==> config.mk <==
export PLATFORM = sky130hd
export DESIGN_NAME = placar_shot_display_flat
export DESIGN_NICKNAME = d
export VERILOG_FILES = /design/src/rtl/placar_shot_display_if.sv /design/src/rtl/placar_shot_display.sv /design/src/flat_wrapper.sv
export SDC_FILE = /design/constraint.sdc
export NUM_CORES = 1
export LEC_CHECK = 0
export CORE_ASPECT_RATIO = 1.2
export CORE_MARGIN = 2
export CORE_UTILIZATION = 61
export CTS_BUF_LIST = sky130_fd_sc_hd__clkbuf_16
export CTS_CLUSTER_DIAMETER = 30
export DETAILED_ROUTE_END_ITERATION = 16
export PLACE_DENSITY = 0.89
export SYNTH_ARGS = -nofsm -noshare
export SYNTH_HDL_FRONTEND = slang
export SYNTH_SLANG_ARGS = --single-unit
export TNS_END_PERCENT = 1
==> constraint.sdc <==
create_clock -name clk -period 3 [get_ports clk]
set_input_delay 0.6 -clock clk [delete_from_list [all_inputs] [get_ports clk]]
set_output_delay 0.6 -clock clk [all_outputs]
set_load 0.005 [all_outputs]
==> src/rtl/placar_shot_display_if.sv <==
// Shot-clock display bus: the count coming in, and the display and buzzer
// pins going out.
interface placar_shot_display_if;
   logic [4:0] cronometro;
   logic [6:0] seg;
   logic [1:0] an;
   logic       buzzer;
   logic       expirado;

   // The master drives the count and watches the pins.
   modport master (output cronometro, input seg, input an, input buzzer, input expirado);
   // The display block takes in the count and drives the pins.
   modport slave  (input cronometro, output seg, output an, output buzzer, output expirado);
endinterface

==> src/rtl/placar_shot_display.sv <==
// Shot-clock display:
// - resynchronises and filters the asynchronous 5-bit count
// - decodes it to two multiplexed active-low 7-segment digits
// - sounds the buzzer when the count expires
// STABLE_CYCLES must be at least 2.
module placar_shot_display #(
   parameter int STABLE_CYCLES = 4,
   parameter int SCAN_DIV      = 50000,
   parameter int BUZZ_CYCLES   = 50000000,
   parameter int BLINK_DIV     = 12500000
) (
   input  logic                  clk,
   input  logic                  reset,
   placar_shot_display_if.slave  bus
);

   localparam int STAB_W  = $clog2(STABLE_CYCLES + 1);
   localparam int SCAN_W  = $clog2(SCAN_DIV + 1);
   localparam int BUZZ_W  = $clog2(BUZZ_CYCLES + 1);
   localparam int BLINK_W = $clog2(2 * BLINK_DIV + 1);

   // The cycle where s2 first differs from cand already holds the first new
   // sample, so the load fires once stab has counted STABLE_CYCLES-2 matches.
   localparam logic [STAB_W-1:0]  STAB_LOAD  = STAB_W'(STABLE_CYCLES - 2);
   localparam logic [STAB_W-1:0]  STAB_MAX   = STAB_W'(STABLE_CYCLES - 1);
   localparam logic [SCAN_W-1:0]  SCAN_LAST  = SCAN_W'(SCAN_DIV - 1);
   localparam logic [BUZZ_W-1:0]  BUZZ_LAST  = BUZZ_W'(BUZZ_CYCLES - 1);
   localparam logic [BLINK_W-1:0] BLINK_HALF = BLINK_W'(BLINK_DIV);
   localparam logic [BLINK_W-1:0] BLINK_LAST = BLINK_W'(2 * BLINK_DIV - 1);

   localparam logic [1:0] ST_WAIT_LOAD = 2'd0;
   localparam logic [1:0] ST_ARMED     = 2'd1;
   localparam logic [1:0] ST_BUZZ      = 2'd2;
   localparam logic [1:0] ST_EXPIRED   = 2'd3;

   localparam logic [6:0] SEG_BLANK = 7'b1111111;
   localparam logic [6:0] SEG_DASH  = 7'b0111111;

   logic [4:0]         s1_q, s1_d, s2_q, s2_d, cand_q, cand_d;
   logic [STAB_W-1:0]  stab_q, stab_d;
   logic [4:0]         count_q, count_d, prev_q, prev_d;
   logic [SCAN_W-1:0]  scan_q, scan_d;
   logic               sel_q, sel_d;
   logic [BLINK_W-1:0] blink_q, blink_d;
   logic [BUZZ_W-1:0]  buzz_q, buzz_d;
   logic [1:0]         state_q, state_d;
   logic [6:0]         seg_q, seg_d;
   logic [1:0]         an_q, an_d;
   logic               buzzer_q, buzzer_d, expirado_q, expirado_d;

   logic [3:0]         units_c, tens_c;
   logic               tens_blank_c, dash_c;

   // Active-low segment pattern {g,f,e,d,c,b,a} for one decimal digit.
   function automatic logic [6:0] seg_of(input logic [3:0] d);
      logic [6:0] s;
      case (d)
         4'd0:    s = 7'b1000000;
         4'd1:    s = 7'b1111001;
         4'd2:    s = 7'b0100100;
         4'd3:    s = 7'b0110000;
         4'd4:    s = 7'b0011001;
         4'd5:    s = 7'b0010010;
         4'd6:    s = 7'b0000010;
         4'd7:    s = 7'b1111000;
         4'd8:    s = 7'b0000000;
         4'd9:    s = 7'b0010000;
         default: s = SEG_BLANK;
      endcase
      return s;
   endfunction

   // Two-flop resync, then a glitch filter that only accepts a held value.
   always_comb begin
      s1_d    = bus.cronometro;
      s2_d    = s1_q;
      cand_d  = s2_q;
      count_d = count_q;
      prev_d  = prev_q;
      if (s2_q != cand_q)
         stab_d = '0;
      else if (stab_q == STAB_MAX)
         stab_d = stab_q;
      else
         stab_d = stab_q + 1'b1;
      if ((s2_q == cand_q) && (stab_q >= STAB_LOAD) && (cand_q != count_q)) begin
         count_d = cand_q;
         prev_d  = count_q;
      end
   end

   // Split the accepted count into tens and units; out-of-range shows dashes.
   always_comb begin
      units_c      = 4'(count_q);
      tens_c       = 4'd0;
      tens_blank_c = 1'b1;
      dash_c       = 1'b0;
      if (count_q >= 5'd25) begin
         dash_c = 1'b1;
      end else if (count_q >= 5'd20) begin
         tens_c       = 4'd2;
         tens_blank_c = 1'b0;
         units_c      = 4'(count_q - 5'd20);
      end else if (count_q >= 5'd10) begin
         tens_c       = 4'd1;
         tens_blank_c = 1'b0;
         units_c      = 4'(count_q - 5'd10);
      end
   end

   // Expiry FSM: arm on a loaded count, buzz only on a genuine 1 -> 0 step.
   always_comb begin
      state_d = state_q;
      buzz_d  = buzz_q;
      case (state_q)
         ST_WAIT_LOAD: begin
            if (count_q != 5'd0) state_d = ST_ARMED;
         end
         ST_ARMED: begin
            if (count_q == 5'd0) begin
               buzz_d  = '0;
               state_d = (prev_q == 5'd1) ? ST_BUZZ : ST_WAIT_LOAD;
            end
         end
         ST_BUZZ: begin
            if (count_q != 5'd0)
               state_d = ST_ARMED;
            else if (buzz_q == BUZZ_LAST)
               state_d = ST_EXPIRED;
            else
               buzz_d = buzz_q + 1'b1;
         end
         ST_EXPIRED: begin
            if (count_q != 5'd0) state_d = ST_ARMED;
         end
         default: state_d = ST_WAIT_LOAD;
      endcase
      buzzer_d   = (state_d == ST_BUZZ);
      expirado_d = (state_d == ST_BUZZ) || (state_d == ST_EXPIRED);
   end

   // Digit scan, expiry blink and the registered segment/anode drive.
   always_comb begin
      if (scan_q == SCAN_LAST) begin
         scan_d = '0;
         sel_d  = ~sel_q;
      end else begin
         scan_d = scan_q + 1'b1;
         sel_d  = sel_q;
      end
      if (state_q != ST_EXPIRED)
         blink_d = '0;
      else if (blink_q == BLINK_LAST)
         blink_d = '0;
      else
         blink_d = blink_q + 1'b1;

      an_d = sel_q ? 2'b01 : 2'b10;
      if ((state_q == ST_EXPIRED) && (blink_q >= BLINK_HALF))
         seg_d = SEG_BLANK;
      else if (dash_c)
         seg_d = SEG_DASH;
      else if (!sel_q)
         seg_d = seg_of(units_c);
      else if (tens_blank_c)
         seg_d = SEG_BLANK;
      else
         seg_d = seg_of(tens_c);
   end

   // Input path registers.
   always_ff @(posedge clk) begin
      if (reset) begin
         s1_q    <= '0;
         s2_q    <= '0;
         cand_q  <= '0;
         stab_q  <= '0;
         count_q <= '0;
         prev_q  <= '0;
      end else begin
         s1_q    <= s1_d;
         s2_q    <= s2_d;
         cand_q  <= cand_d;
         stab_q  <= stab_d;
         count_q <= count_d;
         prev_q  <= prev_d;
      end
   end

   // Control and output registers.
   always_ff @(posedge clk) begin
      if (reset) begin
         state_q    <= ST_WAIT_LOAD;
         buzz_q     <= '0;
         scan_q     <= '0;
         sel_q      <= 1'b0;
         blink_q    <= '0;
         seg_q      <= SEG_BLANK;
         an_q       <= 2'b11;
         buzzer_q   <= 1'b0;
         expirado_q <= 1'b0;
      end else begin
         state_q    <= state_d;
         buzz_q     <= buzz_d;
         scan_q     <= scan_d;
         sel_q      <= sel_d;
         blink_q    <= blink_d;
         seg_q      <= seg_d;
         an_q       <= an_d;
         buzzer_q   <= buzzer_d;
         expirado_q <= expirado_d;
      end
   end

   assign bus.seg      = seg_q;
   assign bus.an       = an_q;
   assign bus.buzzer   = buzzer_q;
   assign bus.expirado = expirado_q;

endmodule

==> src/flat_wrapper.sv <==
// flat-port wrapper written by rule: the top's interface ports become plain ports
module placar_shot_display_flat 
#(
   parameter int STABLE_CYCLES = 4,
   parameter int SCAN_DIV      = 50000,
   parameter int BUZZ_CYCLES   = 50000000,
   parameter int BLINK_DIV     = 12500000
)
  (clk, reset, bus_cronometro, bus_seg, bus_an, bus_buzzer, bus_expirado);
  placar_shot_display_if bus_i ();
  input  logic clk;
  input  logic reset;
  input wire logic [$bits(bus_i.cronometro)-1:0] bus_cronometro;
  output wire logic [$bits(bus_i.seg)-1:0] bus_seg;
  output wire logic [$bits(bus_i.an)-1:0] bus_an;
  output wire logic [$bits(bus_i.buzzer)-1:0] bus_buzzer;
  output wire logic [$bits(bus_i.expirado)-1:0] bus_expirado;
  assign bus_i.cronometro = bus_cronometro;
  assign bus_seg = bus_i.seg;
  assign bus_an = bus_i.an;
  assign bus_buzzer = bus_i.buzzer;
  assign bus_expirado = bus_i.expirado;
  placar_shot_display #(.STABLE_CYCLES(STABLE_CYCLES), .SCAN_DIV(SCAN_DIV), .BUZZ_CYCLES(BUZZ_CYCLES), .BLINK_DIV(BLINK_DIV)) u_core (.clk(clk), .reset(reset), .bus(bus_i));
endmodule
Word-level counts from Yosys, hierarchy flattened

Memory sizes are Yosys's and may differ from the RTL's.
Cells that the tools add are included.

Bitwise gates (word level): 1
Shift operators: 0
$add $sub $neg: 6
Equal/unequal tests: 17
Multipliers: 0
Reductions and logical operators: 15
Order comparisons: 5
Multiplexer cells: 24
Divide/modulo/power cells: 0

Operators by type and width:

| operator                                               | count |
|---|---|
| 2-to-1 mux 26 bit                                      | 3 |
| one-hot mux 26 bit (2 select lines)                    | 1 |
| adder 26 x 1 -> 26 bit (second input constant)         | 1 |
| == test 26 bit (second input constant)                 | 1 |
| adder 25 x 1 -> 25 bit (second input constant)         | 1 |
| == test 25 bit (second input constant)                 | 1 |
| >= comparator 25 x 24 -> 1 bit (second input constant) | 1 |
| 2-to-1 mux 7 bit                                       | 3 |
| 2-to-1 mux 4 bit                                       | 5 |
| adder 16 x 1 -> 16 bit (second input constant)         | 1 |
| == test 16 bit (second input constant)                 | 1 |
| 2-to-1 mux 2 bit                                       | 6 |
| >= comparator 5 bit (second input constant)            | 2 |
| inequality test 5 bit                                  | 2 |
| == test 2 bit (second input constant)                  | 4 |
| OR reduction 2 bit                                     | 4 |
| inequality test 2 bit (second input constant)          | 3 |
| one-hot mux 2 bit (3 select lines)                     | 1 |
| OR reduction 3 bit                                     | 2 |
| == test 5 x 1 -> 1 bit (second input constant)         | 1 |
| == test 5 bit                                          | 1 |
| >= comparator 5 x 4 -> 1 bit (second input constant)   | 1 |
| logical NOT 5 bit                                      | 1 |
| 2-to-1 mux 1 bit                                       | 5 |
| other kinds (14)                                       | 16 |

Input bits: 7
Memory bits (writable): 0
Word-level logic and storage cells: 86
Memories kept: 2
Bits in read-only memories: 224
Bits in latches: 0
Bits in registers: 109
Output and inout port bits: 11

Memories:

| name            | words | bits a word | rd ports | clocked after memory_dff | write ports | line                      | source |
|---|---|---|---|---|---|---|---|
| (no name shown) | 16    | 7           | 1        | 0                        | 0           | placar_shot_display.sv:57 | `case (d)` |
| (no name shown) | 16    | 7           | 1        | 0                        | 0           | placar_shot_display.sv:57 |  |

Logic depth before layout (Yosys ltp)

Gate-level depths: netlist (run 1).
An unclocked memory read counts as a cell.

Depth after elaboration: 8
Mapped depth: 12
Depth with buffers taken out: 11

Worst setup path after synthesis (run 1)

OpenSTA, ideal clock, no wires.

Path kind: register -> register
Start: reg u_core.count_q[2]
End: reg u_core.seg_q[5], in the netlist u_core.bus.seg[5]
Required time: 2918 ps
Clock period less this slack: 2655 ps
Data arrival time: 2573 ps
Buffers on the path: 1
Stages on the path, launching flop included: 12
Slack: 345 ps
Library setup time: 82 ps
Cell sequence: dfxtp_1 > clkbuf_1 > inv_1 > ha_1 > nor2b_1 > o211a_1 > nor3_2 > xnor2_2 > inv_1 > ha_1 > mux2_2 > o2111ai_1

Cells in the longest elaborated chain, start to end: 7
Elaborated cells between the ends (all ways): 20
Those cells by class: add/sub: 2; order compare: 3; mux: 12; reduce/logical: 1; memory: 2

RTL lines:

| what                         | line                       | source |
|---|---|---|
| start, declared              | placar_shot_display.sv:41  | `logic [4:0] count_q, count_d, prev_q, prev_d;` |
| start signal, assigned       | placar_shot_display.sv:185 | `count_q <= count_d;` |
| >= comparator 5 x 4 -> 1 bit | placar_shot_display.sv:104 | `end else if (count_q >= 5'd10) begin` |
| 2-to-1 mux 1 bit             | placar_shot_display.sv:104 |  |
| 2-to-1 mux 4 bit             | placar_shot_display.sv:100 | `end else if (count_q >= 5'd20) begin` |
| 2-to-1 mux 4 bit             | placar_shot_display.sv:98  | `if (count_q >= 5'd25) begin` |
| memory (16 x 7 bit)          | -                          |  |
| 2-to-1 mux 7 bit             | placar_shot_display.sv:165 | `else if (tens_blank_c)` |
| 2-to-1 mux 7 bit             | placar_shot_display.sv:163 | `else if (!sel_q)` |
| end signal, assigned         | placar_shot_display.sv:208 | `seg_q <= seg_d;` |
| end, declared                | placar_shot_display.sv:47  | `logic [6:0] seg_q, seg_d;` |

Several ways; a longest one is shown, not always the timed one.
A chain may end at the register's enable or synchronous reset.

Worst setup path after layout (run 1)

Start: reg u_core.count_q[1]
End: reg u_core.seg_q[4], in the netlist u_core.bus.seg[4]

Same word-level chain as after synthesis.

==> results of run 1 <==
-- cells in the mapped netlist (5+ instances only) --
cell,n,area [µm²]
o21ai_0,13,65.1
clkbuf_1,12,45.0
nand4_1,12,75.1
ha_1,21,263
buf_2,5,25.0
nand2_1,32,120
xnor2_1,34,298
and3_1,12,75.1
inv_1,22,82.6
nor2_1,93,349
mux2i_1,11,110
or3_1,8,50.1
dfxtp_1,109,2180
nand3_1,31,155
a21oi_1,16,80.1
nor3_1,25,125
nor2b_1,16,100
xor2_1,33,289
-- flip-flops by register name, summed over array words and instances (netlist names) --
register / count
u_core.count_q: 5
u_core.state_q: 2
u_core.cand_q: 5
u_core.bus.buzzer: 1
u_core.stab_q: 3
u_core.bus.an: 2
u_core.blink_q: 25
u_core.cand_d: 5
u_core.scan_q: 16
u_core.prev_q: 5
u_core.sel_q: 1
u_core.buzz_q: 26
u_core.bus.expirado: 1
u_core.bus.seg: 7
u_core.s1_q: 5
-- worst min-delay path by stage --
stage                       end           start  slack, ps
2_1_floorplan  u_core.cand_d[0]  u_core.s1_q[0]        410
3_3_place_gp   u_core.cand_d[2]  u_core.s1_q[2]        420
3_5_place_dp   u_core.cand_d[2]  u_core.s1_q[2]        430
4_1_cts        u_core.cand_d[2]  u_core.s1_q[2]        450
5_1_grt        u_core.cand_d[1]  u_core.s1_q[1]        460
6_report       u_core.cand_d[0]  u_core.s1_q[0]        440
-- routing by layer --
layer	up-vias	routed length (µm)
met1	1951	4420
met3	16	295
li1	2036	-
met2	87	4930
met4	0	180
met5	-	0
-- cell type report --
type,count,area (µm²)
multi-input cells,429,2810
fillers,624,2420
flip-flops and latches,109,2180
repair buffers,27,245
clock buffers,9,225
well taps,114,143
inverters,22,82.6
clock inverters,7,48.8
-- kinds of logic after synthesis --
kind of cell | after synthesis | synth area share
adder cells (fa/ha/maj) | 21 | 0.0509
AND/OR/NAND/NOR | 261 | 0.259
flip-flops | 109 | 0.423
multiplexers | 14 | 0.0283
buffers and inverters | 42 | 0.0354
XOR/XNOR | 68 | 0.117
AO/OA/AOI/OAI | 65 | 0.0872
-- where the power goes --
group / internal (µW) / leakage, µW / total (µW) / switching [µW]
registers: 1470 / 0.000884 / 1480 / 12.2
logic: 42.6 / 0.00115 / 85.4 / 42.7
clock network: 565 / 0.000128 / 1100 / 531
-- per-stage QoR --
| step | util | instances | hold slack, ps |
|---|---|---|---|
| 5_1_grt | 0.703 | 717 | 459 |
| 3_3_place_gp | 0.670 | 701 | 417 |
| 4_1_cts | 0.703 | 717 | 450 |
| 3_5_place_dp | 0.670 | 701 | 432 |
| 2_1_floorplan | - | 580 | 414 |
| 6_report | 0.703 | 717 | 442 |
-- worst max-delay path, delay by kind of cell (launching register included) --
kind            cells  cell delay, ps
xor+xnor            1             230
fa+ha+maj           2             500
simple gates        3             720
flops               1             340
compound gates      2             530
buf+inv             2             290
==> impl_metrics.env, run 1 <==
export IMPL_status="finished clean"
export IMPL_crit_path_start="u_core.count_q[1]"
export IMPL_ys_seq_elements=109
export IMPL_drc=0
export IMPL_drt_iter0_drc=159
export IMPL_netlist_instances=580
export IMPL_crit_slowest_cell="nor3_2"
export IMPL_period_share=0.912
export IMPL_mostFrequentLayoutCells="109 x dfxtp_1, 93 x nor2_1, 34 x xnor2_1, 33 x xor2_1, 32 x nand2_1"
export IMPL_regToRegSetupSlack_ps=260
export IMPL_vias_per_cell=5.70
export IMPL_dieArea_um2=9220
export IMPL_r2r_end="u_core.bus.seg[4]"
export IMPL_hold_viol=0
export IMPL_fp_dieH_um=105
export IMPL_clk_latency_ps=340
export IMPL_grt_max_degree=28
export IMPL_yosysWarnings=0
export IMPL_overflow=0
export IMPL_initial_core_util=0.633
export IMPL_slew_viol_final=0
export IMPL_htree_levels=3
export IMPL_hpwl_mm=6.85
export IMPL_cts_tree="built"
export IMPL_cts_root_buf="clkbuf_16"
export IMPL_syn_to_final_growth_pct=11.0
export IMPL_hold_depth=1
export IMPL_use_met3=0.0332
export IMPL_worst_slack_ps=264
export IMPL_nets=626
export IMPL_gr_max_usage_layer="met2"
export IMPL_synthDistinctLibCells=61
export IMPL_worst_pin_slew_ps=667
export IMPL_cp_arrival_ps=2970
export IMPL_portBuffers=17
export IMPL_wl_mm=9.82
export IMPL_cts_hold_buf=0
export IMPL_cp_required_ps=3230
export IMPL_finalSetupTns_ps=0
export IMPL_syn_avg_cell_area_um2=8.90
export IMPL_netlist_area_um2=5160
export IMPL_ys_seq_area_frac=0.423
export IMPL_crit_type="flip-flop to flip-flop"
export IMPL_core_um2=8150
export IMPL_critPathMaxFanout=7
export IMPL_antenna_left=0
export IMPL_place_gp_congestion=0.853
export IMPL_p_leak_uw=0.00216
export IMPL_io_pins=18
export IMPL_grt_pass1_vias=4000
export IMPL_r2r_start="u_core.count_q[1]"
export IMPL_fp_dieW_um=88.0
export IMPL_reg2reg_depth=10
export IMPL_min_period_ps=2740
export IMPL_rsz0062_at_grt="no"
export IMPL_finalClockSkew_ps=8.05
export IMPL_end_kind="flip-flop"
export IMPL_cp_slowest_stage_delay_ps=350
export IMPL_cp_cell_sequence="inv_1, ha_1, nand2b_1, o211a_1, nor3_2, xnor2_2, inv_1, ha_1, and3_1, o311ai_0"
export IMPL_syn_nets=608
export IMPL_drv_cap=0
export IMPL_endpoint="u_core.bus.seg[4]"
export IMPL_grt_pass1_wl_mm=17.0
export IMPL_ys_flop_type="dfxtp_1"
export IMPL_pwr_density_cell_nw_per_um2=464
export IMPL_worstSetupStartpointType="flip-flop"
export IMPL_min_path_type="flip-flop to flip-flop"
export IMPL_dpl_instance_area_um2=5460
export IMPL_drtPass1Iterations=5
export IMPL_synth_edff_count=0
export IMPL_layout_drive_gt1_share=0.0630
export IMPL_ir_worst_vdd_v=0.000297
export IMPL_design_area_um2=5730
export IMPL_ctsResizeCount=0
export IMPL_power_uw=2660
export IMPL_vias=4090
export IMPL_clk_pin_slew_worst_paths_ps=70
export IMPL_use_met2=0.389
export IMPL_setup_viol=0
export IMPL_clock_sinks=109
export IMPL_async_flop_share=0
export IMPL_antennaDiodeCount=0
export IMPL_cts_buffers=9
export IMPL_core_rowCount=36
export IMPL_track_usage=0.225
export IMPL_use_met1=0.275
export IMPL_timing_fmax_mhz=366
export IMPL_final_common_cell="dfxtp_1"
export IMPL_post_cts_buffers=0
export IMPL_clock_path_buffers=2
export IMPL_maxSlewHeadroom=0.552
export IMPL_post_place_ws_ps=350
export IMPL_wl_per_cell_um=13.7
export IMPL_antenna_found_initial=0
No activity file was read; power rests on OpenSTA's default activity.
==> run 2: changes to the inputs <==
PLACE_DENSITY = 0.84   (was 0.89)
==> impl_metrics.env, run 2 (synthesis gave the netlist of run 1 again) <==
export IMPL_clk_pin_slew_worst_paths_ps=70
export IMPL_overflow=0
export IMPL_p_int_uw=2080
export IMPL_ir_worst_vdd_v=0.000291
export IMPL_cts_root_buf="clkbuf_16"
export IMPL_clock_sinks=109
export IMPL_timing_fmax_mhz=372
export IMPL_fp_dieW_um=88.0
export IMPL_place_gp_congestion=0.880
export IMPL_wl_per_cell_um=13.5
export IMPL_cp_arrival_ps=2950
export IMPL_utilization=0.703
export IMPL_post_cts_buffers=0
export IMPL_wl_mm=9.67
export IMPL_drt_iter0_drc=164
export IMPL_initial_core_util=0.633
export IMPL_setup_viol=0
export IMPL_nFillCells=602
export IMPL_pwr_density_cell_nw_per_um2=465
export IMPL_cts_tree="built"
export IMPL_drc=0
export IMPL_min_path_type="flip-flop to flip-flop"
export IMPL_layout_drive_gt1_share=0.0631
export IMPL_clock_path_buffers=2
export IMPL_largest_register="u_core.buzz_q"
export IMPL_fp_dieH_um=105
export IMPL_antenna_left=0
export IMPL_clk_latency_ps=350
export IMPL_hold_viol=0
export IMPL_finalSetupTns_ps=0
export IMPL_largest_reg_flops=26
export IMPL_antennaDiodeCount=0
export IMPL_crit_type="flip-flop to flip-flop"
export IMPL_portBuffers=17
export IMPL_core_rowCount=36
export IMPL_seqPwrFrac=0.555
export IMPL_drtPass1Iterations=5
export IMPL_cts_buffers=9
export IMPL_syn_to_final_growth_pct=10.9
export IMPL_mostFrequentLayoutCells="109 x dfxtp_1, 93 x nor2_1, 34 x xnor2_1, 33 x xor2_1, 32 x nand2_1"
export IMPL_worst_pin_slew_ps=1130
export IMPL_drv_cap=0
export IMPL_dieArea_um2=9220
export IMPL_p_comb_frac=0.032
export IMPL_reg_top3="u_core.buzz_q (26), u_core.blink_q (25), u_core.scan_q (16)"
export IMPL_period_share=0.897
export IMPL_core_um2=8150
export IMPL_min_period_ps=2690
export IMPL_maxSlewHeadroom=0.245
export IMPL_final_common_cell="dfxtp_1"
export IMPL_clockPowerShare=0.413
export IMPL_vias_per_cell=5.60
export IMPL_rsz0062_at_grt="no"
export IMPL_grt_pass1_wl_mm=16.6
export IMPL_end_kind="flip-flop"
export IMPL_grt_pass1_vias=3887
export IMPL_grt_max_degree=25
export IMPL_antenna_found_initial=0
export IMPL_swShare=0.220
export IMPL_nets=625
export IMPL_power_switching_uw=586
export IMPL_worstSetupStartpointType="flip-flop"
export IMPL_htree_levels=3
export IMPL_critPathMaxFanout=10
export IMPL_ctsResizeCount=0
export IMPL_finalClockSkew_ps=8.63
export IMPL_status="finished clean"
export IMPL_cp_required_ps=3260
export IMPL_vias=4010
export IMPL_hpwl_mm=6.84
export IMPL_cts_hold_buf=0
export IMPL_slew_viol_final=0
export IMPL_p_leak_uw=0.00216
export IMPL_track_usage=0.222
export IMPL_io_pins=18
-- run 2: cell count changes in the layout (fill, tap and decap cells not counted), sizes merged --
cell	before	now
clkinvlp	2	1
inv	24	25
buf	10	9
-- run 2: critical path, stage by stage (launching register included) --
cell and delay (ps):
dfxtp_1 550, ha_1 250, nor2b_1 240, o211a_1 320, nor3_2 110, xnor2_2 310
inv_1 180, ha_1 240, mux2_2 260, o2111ai_1 160
-- run 2: layout make-up --
type / instances / area [µm²] / share of cell area
Multi-Input combinational cell: 429 / 2810 / 0.490
Timing Repair Buffer: 26 / 238 / 0.0415
Clock buffer: 9 / 225 / 0.0393
Clock inverter: 7 / 51.3 / 0.00896
Tap cell: 114 / 143 / 0.0249
Inverter: 22 / 82.6 / 0.0144
Sequential cell: 109 / 2180 / 0.381
-- run 2: path summary, 6_finish.rpt --
kind	startpoint	end	slack (ps)	depth (start not counted)
worst max-delay path	u_core.count_q[3]	u_core.bus.seg[5]	310	9
worst min-delay path	u_core.s1_q[2]	u_core.cand_d[2]	440	1
worst max register to register	u_core.count_q[3]	u_core.bus.seg[5]	310	9
worst min register to register	u_core.s1_q[2]	u_core.cand_d[2]	440	1
-- run 2: per-stage QoR --
step | instances | hold WS [ps] | setup slack (ps) | total power (µW) | area [µm²]
2_1_floorplan | 580 | 414 | 345 | 1560 | 5160
3_3_place_gp | 700 | 419 | 481 | 1590 | 5450
3_5_place_dp | 700 | 429 | 356 | 1600 | 5450
4_1_cts | 716 | 445 | 334 | 2680 | 5730
5_1_grt | 716 | 467 | 81.9 | 2760 | 5730
6_report | 716 | 445 | 310 | 2660 | 5730
-- run 2: routing by layer --
metal | GRT usage | wire, µm | vias to the layer above
li1 | - | - | 2043
met1 | 0.269 | 4320 | 1867
met2 | 0.378 | 4810 | 87
met3 | 0.0506 | 418 | 13
met4 | 0.0769 | 126 | 0
met5 | 0 | 0 | -
-- run 2: power groups by stage --
stage          logic, µW  registers [µW]  clock network [µW]
2_1_floorplan       51.7            1510                   0
4_1_cts             85.9            1480                1120
6_report            85.5            1480                1100
3_3_place_gp        82.5            1510                   0
3_5_place_dp        85.4            1510                   0
5_1_grt             95.0            1480                1180
==> run 3: changes to the inputs <==
CTS_CLUSTER_DIAMETER = 80   (was 30)
GPL_ROUTABILITY_DRIVEN = 0   (was default)
SLEW_MARGIN = 20   (was default)
==> results of run 3 <==
Final layout, timing and power as in run 2 (identical DEF).
